**src/rtl/crt_arb_pkg.sv**
```systemverilog
// Shared types and constants for the CRT point arbiter: FSM states, owner
// encoding and the point record handed to the phosphor display.
package crt_arb_pkg;

  localparam int X_W = 10;
  localparam int Y_W = 10;
  localparam int B_W = 3;

  typedef enum logic [1:0] {
    IDLE = 2'd0,
    EMIT = 2'd1,
    HOLD = 2'd2
  } state_e;

  typedef enum logic {
    OWNER_TST = 1'b0,
    OWNER_CPU = 1'b1
  } owner_e;

  typedef struct packed {
    logic [X_W-1:0] x;
    logic [Y_W-1:0] y;
    logic [B_W-1:0] bright;
  } point_t;

endpackage

```
**src/rtl/crt_point_arbiter_if.sv**
```systemverilog
// Point-request handshakes of the two requesters (CPU display path and
// test/overlay generator) feeding the CRT point arbiter.
interface crt_point_arbiter_if;
  import crt_arb_pkg::*;

  logic           cpu_valid;
  logic [X_W-1:0] cpu_x;
  logic [Y_W-1:0] cpu_y;
  logic [B_W-1:0] cpu_bright;
  logic           cpu_ready;
  logic           cpu_done;

  logic           tst_valid;
  logic [X_W-1:0] tst_x;
  logic [Y_W-1:0] tst_y;
  logic [B_W-1:0] tst_bright;
  logic           tst_ready;

  modport master (
    output cpu_valid, cpu_x, cpu_y, cpu_bright,
    output tst_valid, tst_x, tst_y, tst_bright,
    input  cpu_ready, cpu_done, tst_ready
  );

  modport slave (
    input  cpu_valid, cpu_x, cpu_y, cpu_bright,
    input  tst_valid, tst_x, tst_y, tst_bright,
    output cpu_ready, cpu_done, tst_ready
  );

endinterface

```
**src/rtl/crt_arb_rr2.sv**
```systemverilog
// Combinational two-way round-robin picker: a lone requester wins, a tie
// goes to whichever requester did not win last.
module crt_arb_rr2
  import crt_arb_pkg::*;
(
  input  logic   cpu_valid,
  input  logic   tst_valid,
  input  owner_e last_owner,
  output logic   grant,
  output owner_e owner
);

  always_comb begin
    // NOTE: defaults first, so no path through the block leaves an output unassigned (no latch).
    grant = cpu_valid | tst_valid;
    owner = OWNER_CPU;
    if (cpu_valid && tst_valid) begin
      owner = (last_owner == OWNER_CPU) ? OWNER_TST : OWNER_CPU;
    end else if (tst_valid) begin
      owner = OWNER_TST;
    end
  end

endmodule

```
**src/rtl/crt_point_arbiter.sv**
```systemverilog
// Shares the pdp1_vga_crt point-plot input between the CPU and test requesters,
// pacing strobes GAP cycles apart. Optional per-frame statistics: CRT_ARB_STATS_EN.
module crt_point_arbiter
  import crt_arb_pkg::*;
#(
  parameter int unsigned GAP = 4
) (
  input  logic                  clk_pixel,
  input  logic                  rst_pixel_n,
  input  logic                  arb_enable,
  input  logic                  frame_start,
  crt_point_arbiter_if.slave    req,
  output logic [X_W-1:0]        pixel_x_o,
  output logic [Y_W-1:0]        pixel_y_o,
  output logic [B_W-1:0]        pixel_brightness_o,
  output logic                  pixel_available_o,
  output logic                  owner_cpu_o,
  output logic [15:0]           points_per_frame
);

  // EMIT takes one cycle, so HOLD covers the remaining GAP-2 cycles.
  localparam logic [7:0] GAP_LOAD = 8'(GAP - 2);

  state_e     state;
  logic [7:0] gap_cnt;
  owner_e     last_owner;
  owner_e     owner_q;
  owner_e     win_owner;
  logic       win_grant;
  logic       accept;
  logic       strobe_q;
  logic       cpu_done_q;
  point_t     point_q;
  point_t     cpu_pt;
  point_t     tst_pt;

  crt_arb_rr2 u_rr2 (
    .cpu_valid  (req.cpu_valid),
    .tst_valid  (req.tst_valid),
    .last_owner (last_owner),
    .grant      (win_grant),
    .owner      (win_owner)
  );

  assign cpu_pt = '{x: req.cpu_x, y: req.cpu_y, bright: req.cpu_bright};
  assign tst_pt = '{x: req.tst_x, y: req.tst_y, bright: req.tst_bright};

  // Readies are a same-cycle function of the grant; only IDLE can accept.
  assign accept        = (state == IDLE) && arb_enable && win_grant;
  assign req.cpu_ready = accept && (win_owner == OWNER_CPU);
  assign req.tst_ready = accept && (win_owner == OWNER_TST);
  assign req.cpu_done  = cpu_done_q;

  assign pixel_x_o          = point_q.x;
  assign pixel_y_o          = point_q.y;
  assign pixel_brightness_o = point_q.bright;
  assign pixel_available_o  = strobe_q;
  assign owner_cpu_o        = (owner_q == OWNER_CPU);

  always_ff @(posedge clk_pixel) begin
    if (!rst_pixel_n) begin
      state      <= IDLE;
      gap_cnt    <= '0;
      last_owner <= OWNER_TST;
      owner_q    <= OWNER_TST;
      point_q    <= '0;
      strobe_q   <= 1'b0;
      cpu_done_q <= 1'b0;
    end else begin
      // NOTE: non-blocking throughout, so every branch sees the pre-edge state and values.
      strobe_q   <= 1'b0;
      cpu_done_q <= 1'b0;
      case (state)
        IDLE: begin
          if (accept) begin
            point_q    <= (win_owner == OWNER_CPU) ? cpu_pt : tst_pt;
            owner_q    <= win_owner;
            last_owner <= win_owner;
            strobe_q   <= 1'b1;
            cpu_done_q <= (win_owner == OWNER_CPU);
            state      <= EMIT;
          end
        end
        EMIT: begin
          if (GAP == 2) begin
            state <= IDLE;
          end else begin
            gap_cnt <= GAP_LOAD;
            state   <= HOLD;
          end
        end
        HOLD: begin
          gap_cnt <= gap_cnt - 8'd1;
          if (gap_cnt == 8'd1) state <= IDLE;
        end
        default: state <= IDLE;
      endcase
    end
  end

`ifdef CRT_ARB_STATS_EN
  logic [15:0] stat_cnt;
  logic        emit_now;

  assign emit_now = (state == EMIT);

  // A point emitted alongside frame_start belongs to the frame that is starting.
  always_ff @(posedge clk_pixel) begin
    if (!rst_pixel_n) begin
      stat_cnt         <= '0;
      points_per_frame <= '0;
    end else if (frame_start) begin
      points_per_frame <= stat_cnt;
      stat_cnt         <= emit_now ? 16'd1 : 16'd0;
    end else if (emit_now && (stat_cnt != 16'hFFFF)) begin
      stat_cnt <= stat_cnt + 16'd1;
    end
  end
`else
  logic unused_frame_start;

  assign unused_frame_start = frame_start;
  assign points_per_frame   = '0;
`endif

endmodule

```
**src/flat_wrapper.sv**
```systemverilog
// flat-port wrapper written by rule: the top's interface ports become plain ports
module crt_point_arbiter_flat import crt_arb_pkg::*;
#(
  parameter int unsigned GAP = 4
)
  (clk_pixel, rst_pixel_n, arb_enable, frame_start, pixel_x_o, pixel_y_o, pixel_brightness_o, pixel_available_o, owner_cpu_o, points_per_frame, req_cpu_valid, req_cpu_x, req_cpu_y, req_cpu_bright, req_tst_valid, req_tst_x, req_tst_y, req_tst_bright, req_cpu_ready, req_cpu_done, req_tst_ready);
  crt_point_arbiter_if req_i ();
  input  logic clk_pixel;
  input  logic rst_pixel_n;
  input  logic arb_enable;
  input  logic frame_start;
  output logic [X_W-1:0] pixel_x_o;
  output logic [Y_W-1:0] pixel_y_o;
  output logic [B_W-1:0] pixel_brightness_o;
  output logic pixel_available_o;
  output logic owner_cpu_o;
  output logic [15:0] points_per_frame;
  input wire logic [$bits(req_i.cpu_valid)-1:0] req_cpu_valid;
  input wire logic [$bits(req_i.cpu_x)-1:0] req_cpu_x;
  input wire logic [$bits(req_i.cpu_y)-1:0] req_cpu_y;
  input wire logic [$bits(req_i.cpu_bright)-1:0] req_cpu_bright;
  input wire logic [$bits(req_i.tst_valid)-1:0] req_tst_valid;
  input wire logic [$bits(req_i.tst_x)-1:0] req_tst_x;
  input wire logic [$bits(req_i.tst_y)-1:0] req_tst_y;
  input wire logic [$bits(req_i.tst_bright)-1:0] req_tst_bright;
  output wire logic [$bits(req_i.cpu_ready)-1:0] req_cpu_ready;
  output wire logic [$bits(req_i.cpu_done)-1:0] req_cpu_done;
  output wire logic [$bits(req_i.tst_ready)-1:0] req_tst_ready;
  assign req_i.cpu_valid = req_cpu_valid;
  assign req_i.cpu_x = req_cpu_x;
  assign req_i.cpu_y = req_cpu_y;
  assign req_i.cpu_bright = req_cpu_bright;
  assign req_i.tst_valid = req_tst_valid;
  assign req_i.tst_x = req_tst_x;
  assign req_i.tst_y = req_tst_y;
  assign req_i.tst_bright = req_tst_bright;
  assign req_cpu_ready = req_i.cpu_ready;
  assign req_cpu_done = req_i.cpu_done;
  assign req_tst_ready = req_i.tst_ready;
  crt_point_arbiter #(.GAP(GAP)) u_core (.clk_pixel(clk_pixel), .rst_pixel_n(rst_pixel_n), .arb_enable(arb_enable), .frame_start(frame_start), .req(req_i), .pixel_x_o(pixel_x_o), .pixel_y_o(pixel_y_o), .pixel_brightness_o(pixel_brightness_o), .pixel_available_o(pixel_available_o), .owner_cpu_o(owner_cpu_o), .points_per_frame(points_per_frame));
endmodule
```
**config.mk**
```make
export PLATFORM = sky130hd
export DESIGN_NAME = crt_point_arbiter_flat
export DESIGN_NICKNAME = d
export VERILOG_FILES = /design/src/rtl/crt_arb_pkg.sv /design/src/rtl/crt_point_arbiter_if.sv /design/src/rtl/crt_arb_rr2.sv /design/src/rtl/crt_point_arbiter.sv /design/src/flat_wrapper.sv
export SDC_FILE = /design/constraint.sdc
export NUM_CORES = 1
export LEC_CHECK = 0
export ABC_AREA = 1
export BUFFER_PORTS_ARGS = -buffer_cell sky130_fd_sc_hd__buf_2
export CAP_MARGIN = 25
export CORE_AREA = 2 2 66 68
export CTS_CLUSTER_DIAMETER = 150
export DETAILED_ROUTE_END_ITERATION = 12
export DIE_AREA = 0 0 68 70
export GPL_TIMING_DRIVEN = 1
export PLACE_DENSITY = 0.78
export RECOVER_POWER = 25
export SYNTH_ARGS = -nofsm -noshare
export SYNTH_HDL_FRONTEND = slang
export SYNTH_SLANG_ARGS = --single-unit
```
**constraint.sdc**
```tcl
create_clock -name clk_pixel -period 1.71 [get_ports clk_pixel]
set_input_delay 0.171 -clock clk_pixel [delete_from_list [all_inputs] [get_ports clk_pixel]]
set_output_delay 0.171 -clock clk_pixel [all_outputs]
set_load 0.03 [all_outputs]
```
### After elaboration in Yosys (flattened, before gate mapping)

Cells that the tools add are included.

| word-level totals | value |
|---|---|
| register bits | 36 |
| logic and storage cells | 36 |
| output and inout port bits | 44 |

| operators by class | value |
|---|---|
| add/sub/neg operators | 1 |
| bitwise logic cells | 2 |
| reductions and logical operators | 11 |
| multiplexer cells | 9 |
| eq/ne operators | 5 |

Operator list:

| operator | count |
|---|---|
| two-way mux 23 bit | 1 |
| one-hot mux 8 bit (2 select lines) | 1 |
| equality test 8 x 1 -> 1 bit, second input constant | 1 |
| subtractor 8 x 1 -> 8 bit, second input constant | 1 |
| one-hot mux 2 bit (3 select lines) | 1 |
| AND reduction 2 bit | 3 |
| logical AND 1 bit | 5 |
| two-way mux 1 bit | 4 |
| two-way mux 2 bit | 2 |
| inequality test 2 x 1 -> 1 bit, second input constant | 2 |
| AND reduction 3 bit | 1 |
| equality test 2 x 1 -> 1 bit, second input constant | 1 |
| equality test 2 bit, second input constant | 1 |
| zero test 2 bit | 1 |
| nonzero test 2 bit | 1 |
| NOT 1 bit | 1 |
| bitwise OR 1 bit | 1 |

### Depth between registers and ports, before layout

Gate-level depths: netlist (run 1).

| logic depth | value |
|---|---|
| depth after elaboration | 5 |
| gate-level depth with buffers | 9 |
| gate-level depth less buffers | 9 |

### Cells and area by module

Synthesis (run 1) repeated with hierarchy kept, for this count alone.

| second synthesis, totals | value |
|---|---|
| cell total of the unflattened synthesis | 232 |
| area total of the unflattened synthesis | 1,714.1 um^2 |

By module, submodules not included:

| module | seq. area each (um^2) | cells each | instances | area an instance (um^2) |
|---|---|---|---|---|
| crt_point_arbiter | 720.7 | 228 | 1 | 1,696.6 |
| crt_arb_rr2 | 0.0 | 4 | 1 | 17.5 |

### Worst setup path before layout (run 1)

Ideal clock, no wire load.

| timing | value |
|---|---|
| kind | register to register |
| from | reg u_core.state[0] |
| to | reg u_core.point_q, in the netlist u_core.pixel_brightness_o[2] |
| clock period less this slack | 1,330 ps |
| data required time | 1,636 ps |
| arrival | 1,255 ps |
| path buffers | 1 |
| stages on the path, launching flop included | 10 |
| setup slack | 380 ps |
| cells stage by stage | dfxtp_1 -> inv_1 -> ha_1 -> nand2_2 -> nor2_2 -> nand2_2 -> clkinv_2 -> buf_6 -> nand2_1 -> a31oi_1 |

| on the way | value |
|---|---|
| word-level cells in the longest chain between the ends | 4 |

RTL lines:

| what | line | source |
|---|---|---|
| start, declared | crt_point_arbiter.sv:24 | `state_e state;` |
| start signal, assigned | crt_point_arbiter.sv:62 | `state <= IDLE;` |
| start signal, assigned | crt_point_arbiter.sv:81 | `state <= EMIT;` |
| start signal, assigned | crt_point_arbiter.sv:86 | `state <= IDLE;` |
| zero test 2 bit * | crt_point_arbiter.sv:49, crt_point_arbiter.sv:73 |  |
| logical AND 1 bit (2 in series) | crt_point_arbiter.sv:49 | `assign accept = (state == IDLE) && arb_enable && win_grant;` |
| AND reduction 2 bit (no source line) * | -- |  |
| end signal, assigned | crt_point_arbiter.sv:76 | `point_q <= (win_owner == OWNER_CPU) ? cpu_pt : tst_pt;` |
| end, declared | crt_point_arbiter.sv:33 | `point_t point_q;` |

Every way passes the cells marked *; elsewhere a longest branch is shown, timed or not.
A chain may end at the register's enable or synchronous reset.

### Worst setup path after layout (run 1)

| timing | value |
|---|---|
| from | reg u_core.state[1] |
| to | out req_cpu_ready |

| on the way | value |
|---|---|
| word-level cells in the longest chain between the ends | 4 |

RTL lines:

| what | line | source |
|---|---|---|
| zero test 2 bit | crt_point_arbiter.sv:49 |  |
| logical AND 1 bit (2 in series) | crt_point_arbiter.sv:49 |  |
| logical AND 1 bit | crt_point_arbiter.sv:50 | `assign req.cpu_ready = accept && (win_owner == OWNER_CPU);` |
| end, declared | flat_wrapper.sv:26 | `output wire logic [$bits(req_i.cpu_ready)-1:0] req_cpu_ready;` |

Every way passes these cells.

==> qor.yml, run 1 <==
crit_chain: "inv_1 -> ha_2 -> nand2_2 -> nor2_4 -> nand2_2 -> clkinv_4 -> buf_4"
hpwl_mm: 2.96
synth_edf_count: 0
grt_pass1_vias: 1564
pin_count: 96
setup_viol: 0
ys_async_sr_fraction_pct: 0
finalCritPeriodShare_pct: 94.9
ys_ff_latch: 36
io_buffers: 78
path_class: "register to primary output"
synthDistinctLibCells: 22
fmax_mhz: 616
use_met2_pct: 28.5
finalMaxSlewViolations: 0
core_area_um2: 4140
place.gp.congestion: 0.796
clock-sinks: 36
cts_max_level: 2
die_y_um: 70
finalHoldViolCount: 0
slowest_delay_ns: 0.33
synth_area_leaders: "dfxtp_1, nand2_1, a31oi_1"
hold_path.class: "primary input to register"
yosys_warnings: 0
max-clock-path-buffers: 2
period_needed_ns: 1.62
ys_seq_area_share_pct: 41.8
critPathLaunchType: "register"
synth.most_common_cell: "nand2_1"
drive_above_1_share_pct: 28.5
dp.cells: 364
stdcell_count: 375
fillers: 387
synth_top_area_share_pct: 41.8
grtUsageTotal_pct: 18.0
p_total_w: 0.00303
wl_per_cell_um: 11.3
cts_made_buffers: 5
dp_slack_ns: 0.180
drv_cap: 0
num_rows: 24
crit_fanout: 3
syn_area_per_cell_um2: 7.28
vias_per_cell: 4.81
worst_ep_required_time_ns: 1.54
synth_top_flop_cell: "dfxtp_1"
worstPathArrival_ns: 1.45
final_util_pct: 54.9
use_met1_pct: 22.0
drt_iter0_drc: 56
power_leakage_nw: 1.03
cts_tree: "yes"
power.density_nw_per_um2: 1330
grtUsageMet3_pct: 5.96
die_w_um: 68
initial_utilization_pct: 41.6
via_count: 1803
worst_slack_ns: 0.0868
critPathTopFamily: "flip-flops"
crit_buf_inv: 3
nets: 380
slowest_stage: "dfxtp_1"
drcViolationCount: 0
finalClockSkew_ns: 0.00533
grt_pass1_wl_mm: 6.63
diodes: 0
synthesis.area_um2: 1730
status: "complete, no violations"
antenna_found_initial: 0
syn_inst: 237
synth_common_cells: "nand2_1, dfxtp_1, a31oi_1"
path_common_cell: "nand2_2"
crit_path_end_kind: "primary output"
root_buffer: "clkbuf_8"
drtPass1Iterations: 4
peakVddDrop_uv: 655
path_clk_slew_ns: 0.07
clk_latency_ns: 0.29
routed_wirelength_mm: 4.25
setup_tns_ns: 0
die-area_um2: 4760
grt_start_max_net_pins: 28
grt_overflow_total: 0
ant_nets: 0
top_usage_layer: "met2"
area_growth_pct: 31.8
synth_area_leader_cell: "dfxtp_1"
[final timing paths]
check | from | cells past startpoint | end | slack [ns]
worst max register to register | u_core.state[1] | 10 | u_core.pixel_x_o[7] | 0.12
worst min register to register | u_core.owner_cpu_o | 2 | u_core.owner_cpu_o | 0.47
worst min-delay path | req_cpu_x[9] | 3 | u_core.pixel_x_o[9] | 0.14
worst max-delay path | u_core.state[1] | 7 | req_cpu_ready | 0.09
[state kept, by name, summed over array words and instances, names as in the netlist]
register / count
u_core.owner_cpu_o: 1
u_core.pixel_y_o: 10
u_core.req.cpu_done: 1
u_core.pixel_available_o: 1
u_core.pixel_brightness_o: 3
u_core.gap_cnt: 8
u_core.state: 2
u_core.pixel_x_o: 10
[repair_timing]
action	4_1_cts	5_1_grt
setup buffers	1	1
gates cloned	0	1
hold buffers	0	0
pin swaps	0	1
gates resized for setup	4	2
endpoints found under the setup margin	1	8
[report_power, final]
group	internal [W]	total (W)	switching, W
logic	0.000447	0.00130	0.000849
registers	0.00100	0.00110	0.000101
clock network	0.000321	0.000627	0.000305
[layer usage]
| layer | wire [µm] | up-vias |
|---|---|---|
| met2 | 1970 | 79 |
| met1 | 1910 | 821 |
| met3 | 299 | 7 |
| li1 | - | 896 |
| met4 | 75 | 0 |
| met5 | 0 | - |
[cell type report]
class,count,area [µm²],share of cell area (%)
clock buffers,6,82.6,3.63
clock inverters,2,10.0,0.440
inverters,20,80.1,3.52
multi-input cells,172,817,35.9
flip-flops and latches,36,721,31.7
well taps,52,65.1,2.86
repair buffers,87,499,21.9
[cells in the final DEF (no fill, tap or decap), types with 3 or more instances in the layout]
cell type,Yosys,routed
nand2_1,88,88
buf_2,2,61
dfxtp_1,36,36
a31oi_1,24,24
conb_1,1,16
inv_1,16,15
clkbuf_1,1,15
nor2_1,12,12
a21oi_1,9,9
buf_4,18,7
clkbuf_8,0,6
nand3_1,5,5
ha_1,6,5
inv_2,3,4
o21ai_0,4,4
nand2_2,3,3
buf_12,0,3
[worst min-delay path: cells and delay by family]
family	cells	cell delay [ns]
and+or+nand+nor	1	0.05
buffers and inverters	1	0.10
AOI/OAI and AO/OA	1	0.06
[kinds of logic after synthesis]
family                   Yosys count  share of synthesized area, %
AND/OR/NAND/NOR                  112                          25.9
buffers and inverters             44                          14.6
AO/OA/AOI/OAI                     38                          13.2
flip-flops                        36                          41.8
adder cells (fa/ha/maj)            6                          4.35
other                              1                         0.217
[stage by stage]
step	hold WS, ns	area (µm²)
3_3_place_gp	0.428	2140
5_1_grt	0.141	2270
4_1_cts	0.133	2260
3_5_place_dp	0.438	2140
2_1_floorplan	0.292	1780
6_report	0.135	2270
Power figures use the tool's default switching activity.
==> run 2, diff against run 1 <==
--- a/config.mk
+++ b/config.mk
@@ -8,12 +8,13 @@
 export ABC_AREA = 1
 export BUFFER_PORTS_ARGS = -buffer_cell sky130_fd_sc_hd__buf_2
 export CAP_MARGIN = 25
-export CORE_AREA = 2 2 66 68
+export CORE_AREA = 2 2 50 87
+export CTS_BUF_LIST = sky130_fd_sc_hd__clkbuf_4 sky130_fd_sc_hd__clkbuf_8
 export CTS_CLUSTER_DIAMETER = 150
 export DETAILED_ROUTE_END_ITERATION = 12
-export DIE_AREA = 0 0 68 70
+export DIE_AREA = 0 0 52 89
 export GPL_TIMING_DRIVEN = 1
-export PLACE_DENSITY = 0.78
+export PLACE_DENSITY = 0.79
 export RECOVER_POWER = 25
 export SYNTH_ARGS = -nofsm -noshare
 export SYNTH_HDL_FRONTEND = slang
==> run 2 against run 1 <==
Hold slack improved by 0.0038 ns. Die area decreased by 2.8%. Critical path type unchanged. Combinational power about the same. Core utilization increased by 4.1 points. Maximum frequency decreased by 2.1%. Global-route usage increased by 2.3 points. Critical path depth unchanged.
==> qor.yml, run 2 (synthesis results as in run 1) <==
grt_pass1_vias: 1699  # +8.6%
rsz0062_at_grt: "yes"
period_needed_ns: 1.66  # +0.0353 ns
num_rows: 30  # +25%
dp_slack_ns: 0.160  # -0.0196 ns
hold_depth: 3  # unchanged
final_common_cell: "nand2_1"
peakVddDrop_uv: 821  # +25%
die_w_um: 52  # -24%
setup_viol: 0  # unchanged
worst_slack_ns: 0.0515  # -0.0353 ns
post_dp_cell_area_um2: 2130  # -0.47%
initial_utilization_pct: 44.6  # +3.0 points
io_buffers: 78  # unchanged
crit_path_end_kind: "primary output"
grtUsageTotal_pct: 20.3  # +2.3 points
diodes: 0  # unchanged
hp-start: "rst_pixel_n"
worstPathArrival_ns: 1.49  # +0.04 ns
grt_overflow_total: 0  # unchanged
hpwl_mm: 3.21  # +8.4%
max-clock-path-buffers: 2  # unchanged
reg2reg_depth: 10  # unchanged
pin_count: 96  # unchanged
rrSetupSlack_ns: 0.12  # about the same
clock-sinks: 36  # unchanged
ctsHoldBuffers: 0  # unchanged
drive_above_1_share_pct: 29.1  # +0.66 points
ant_nets: 0  # unchanged
nets: 383  # +0.79%
via_count: 1759  # -2.4%
cts_max_level: 2  # unchanged
core_area_um2: 3870  # -6.7%
drcViolationCount: 0  # unchanged
finalHoldViolCount: 0  # unchanged
power_leakage_nw: 1.04  # +0.84%
drv_cap: 0  # unchanged
routed_wirelength_mm: 4.32  # +1.6%
grt_pass1_wl_mm: 7.09  # +6.9%
worst_ep_required_time_ns: 1.54  # about the same
hold_path.class: "primary input to register"
cts_made_buffers: 5  # unchanged
vias_per_cell: 4.70  # -2.2%
wl_per_cell_um: 11.5  # +1.9%
final_cell_mix: "nand2_1, buf_2, dfxtp_1, a31oi_1"
critPathLaunchType: "register"
finalInstanceArea_um2: 2280  # +0.22%
whs_endpoint: "u_core.state[1]"
fillers: 379  # -2.1%
r2r-end: "u_core.pixel_y_o[0]"
fmax_mhz: 603  # -2.1%
root_buffer: "clkbuf_8"
die_y_um: 89  # +27%
status: "complete, no violations"
area_growth_pct: 32.1
r2r-start: "u_core.state[0]"
place.gp.congestion: 0.827  # +3.9%
path_class: "register to primary output"
finalClockSkew_ns: 0.00725  # +0.00192 ns
die-area_um2: 4630  # -2.8%
grt_start_max_net_pins: 28  # unchanged
finalMaxSlewViolations: 0  # unchanged
antenna_found_initial: 0  # unchanged
drtPass1Iterations: 4  # unchanged
finalCritPeriodShare_pct: 97.0  # +2.1 points
cts_tree: "yes"
clk_latency_ns: 0.28  # about the same
path_clk_slew_ns: 0.07  # about the same
power.density_nw_per_um2: 1340  # +0.43%
crit_fanout: 5  # +2
drt_iter0_drc: 27  # -52%
run 2: where the power goes:
part | total, W | leakage, nW | internal (W) | switching [W]
clock | 0.000644 | 0.0479 | 0.000343 | 0.000300
combinational | 0.00130 | 0.700 | 0.000444 | 0.000852
sequential | 0.00111 | 0.295 | 0.00100 | 0.000101
run 2: metal layers:
| layer | vias up | track usage, % | share of wire (%) | wire, µm |
|---|---|---|---|---|
| met5 | - | 0 | 0 | 0 |
| met4 | 0 | 7.89 | 1.5 | 64 |
| met3 | 4 | 4.68 | 5.2 | 223 |
| met2 | 62 | 37.9 | 54 | 2350 |
| met1 | 792 | 21.4 | 39 | 1680 |
| li1 | 901 | - | - | - |
run 2: per-stage QoR:
step | hold slack, ns | instances | TNS (ns) | util [%] | total power (W)
after floorplan | 0.292 | 252 | 0 | - | 0.00204
after global placement | 0.427 | 361 | 0 | 55.2 | 0.00234
after detailed placement | 0.442 | 361 | 0 | 55.2 | 0.00237
after CTS | 0.135 | 371 | 0 | 58.7 | 0.00304
after global routing | 0.137 | 374 | -0.0188 | 59.0 | 0.00326
final | 0.139 | 374 | 0 | 59.0 | 0.00305
run 2: how the worst max path moves through the flow:
stage | from | end | slack [ns] | cells past startpoint
floorplan | u_core.state[0] | u_core.pixel_brightness_o[2] | 0.38 | 9
global placement | u_core.state[0] | u_core.gap_cnt[4] | 0.20 | 5
detailed placement | u_core.state[0] | u_core.pixel_x_o[4] | 0.16 | 9
CTS | u_core.state[0] | req_cpu_ready | 0.0009 | 7
global route | u_core.state[0] | req_cpu_ready | -0.02 | 7
finish | u_core.state[0] | req_cpu_ready | 0.05 | 7
run 2: layout make-up:
type,instances,area (µm²),area share (%)
clock buffer,7,90.1,3.95
clock inverter,1,7.51,0.329
inverter,20,80.1,3.51
multi-input combinational,172,818,35.9
sequential,36,722,31.7
tap,48,60.1,2.63
timing repair buffer,90,502,22.0
run 2: critical path, stage by stage, from the launching register on:
cell,delay [ns]
dfxtp_1,0.35
inv_1,0.09
ha_1,0.23
nand2_2,0.13
nor2_4,0.06
nand2_2,0.10
clkinv_4,0.08
buf_4,0.17
run 2: timing repair:
item	CTS	global route
endpoints found under the setup margin	2	2
buffers inserted	2	3
resized for setup	3	2
pin swaps	1	0
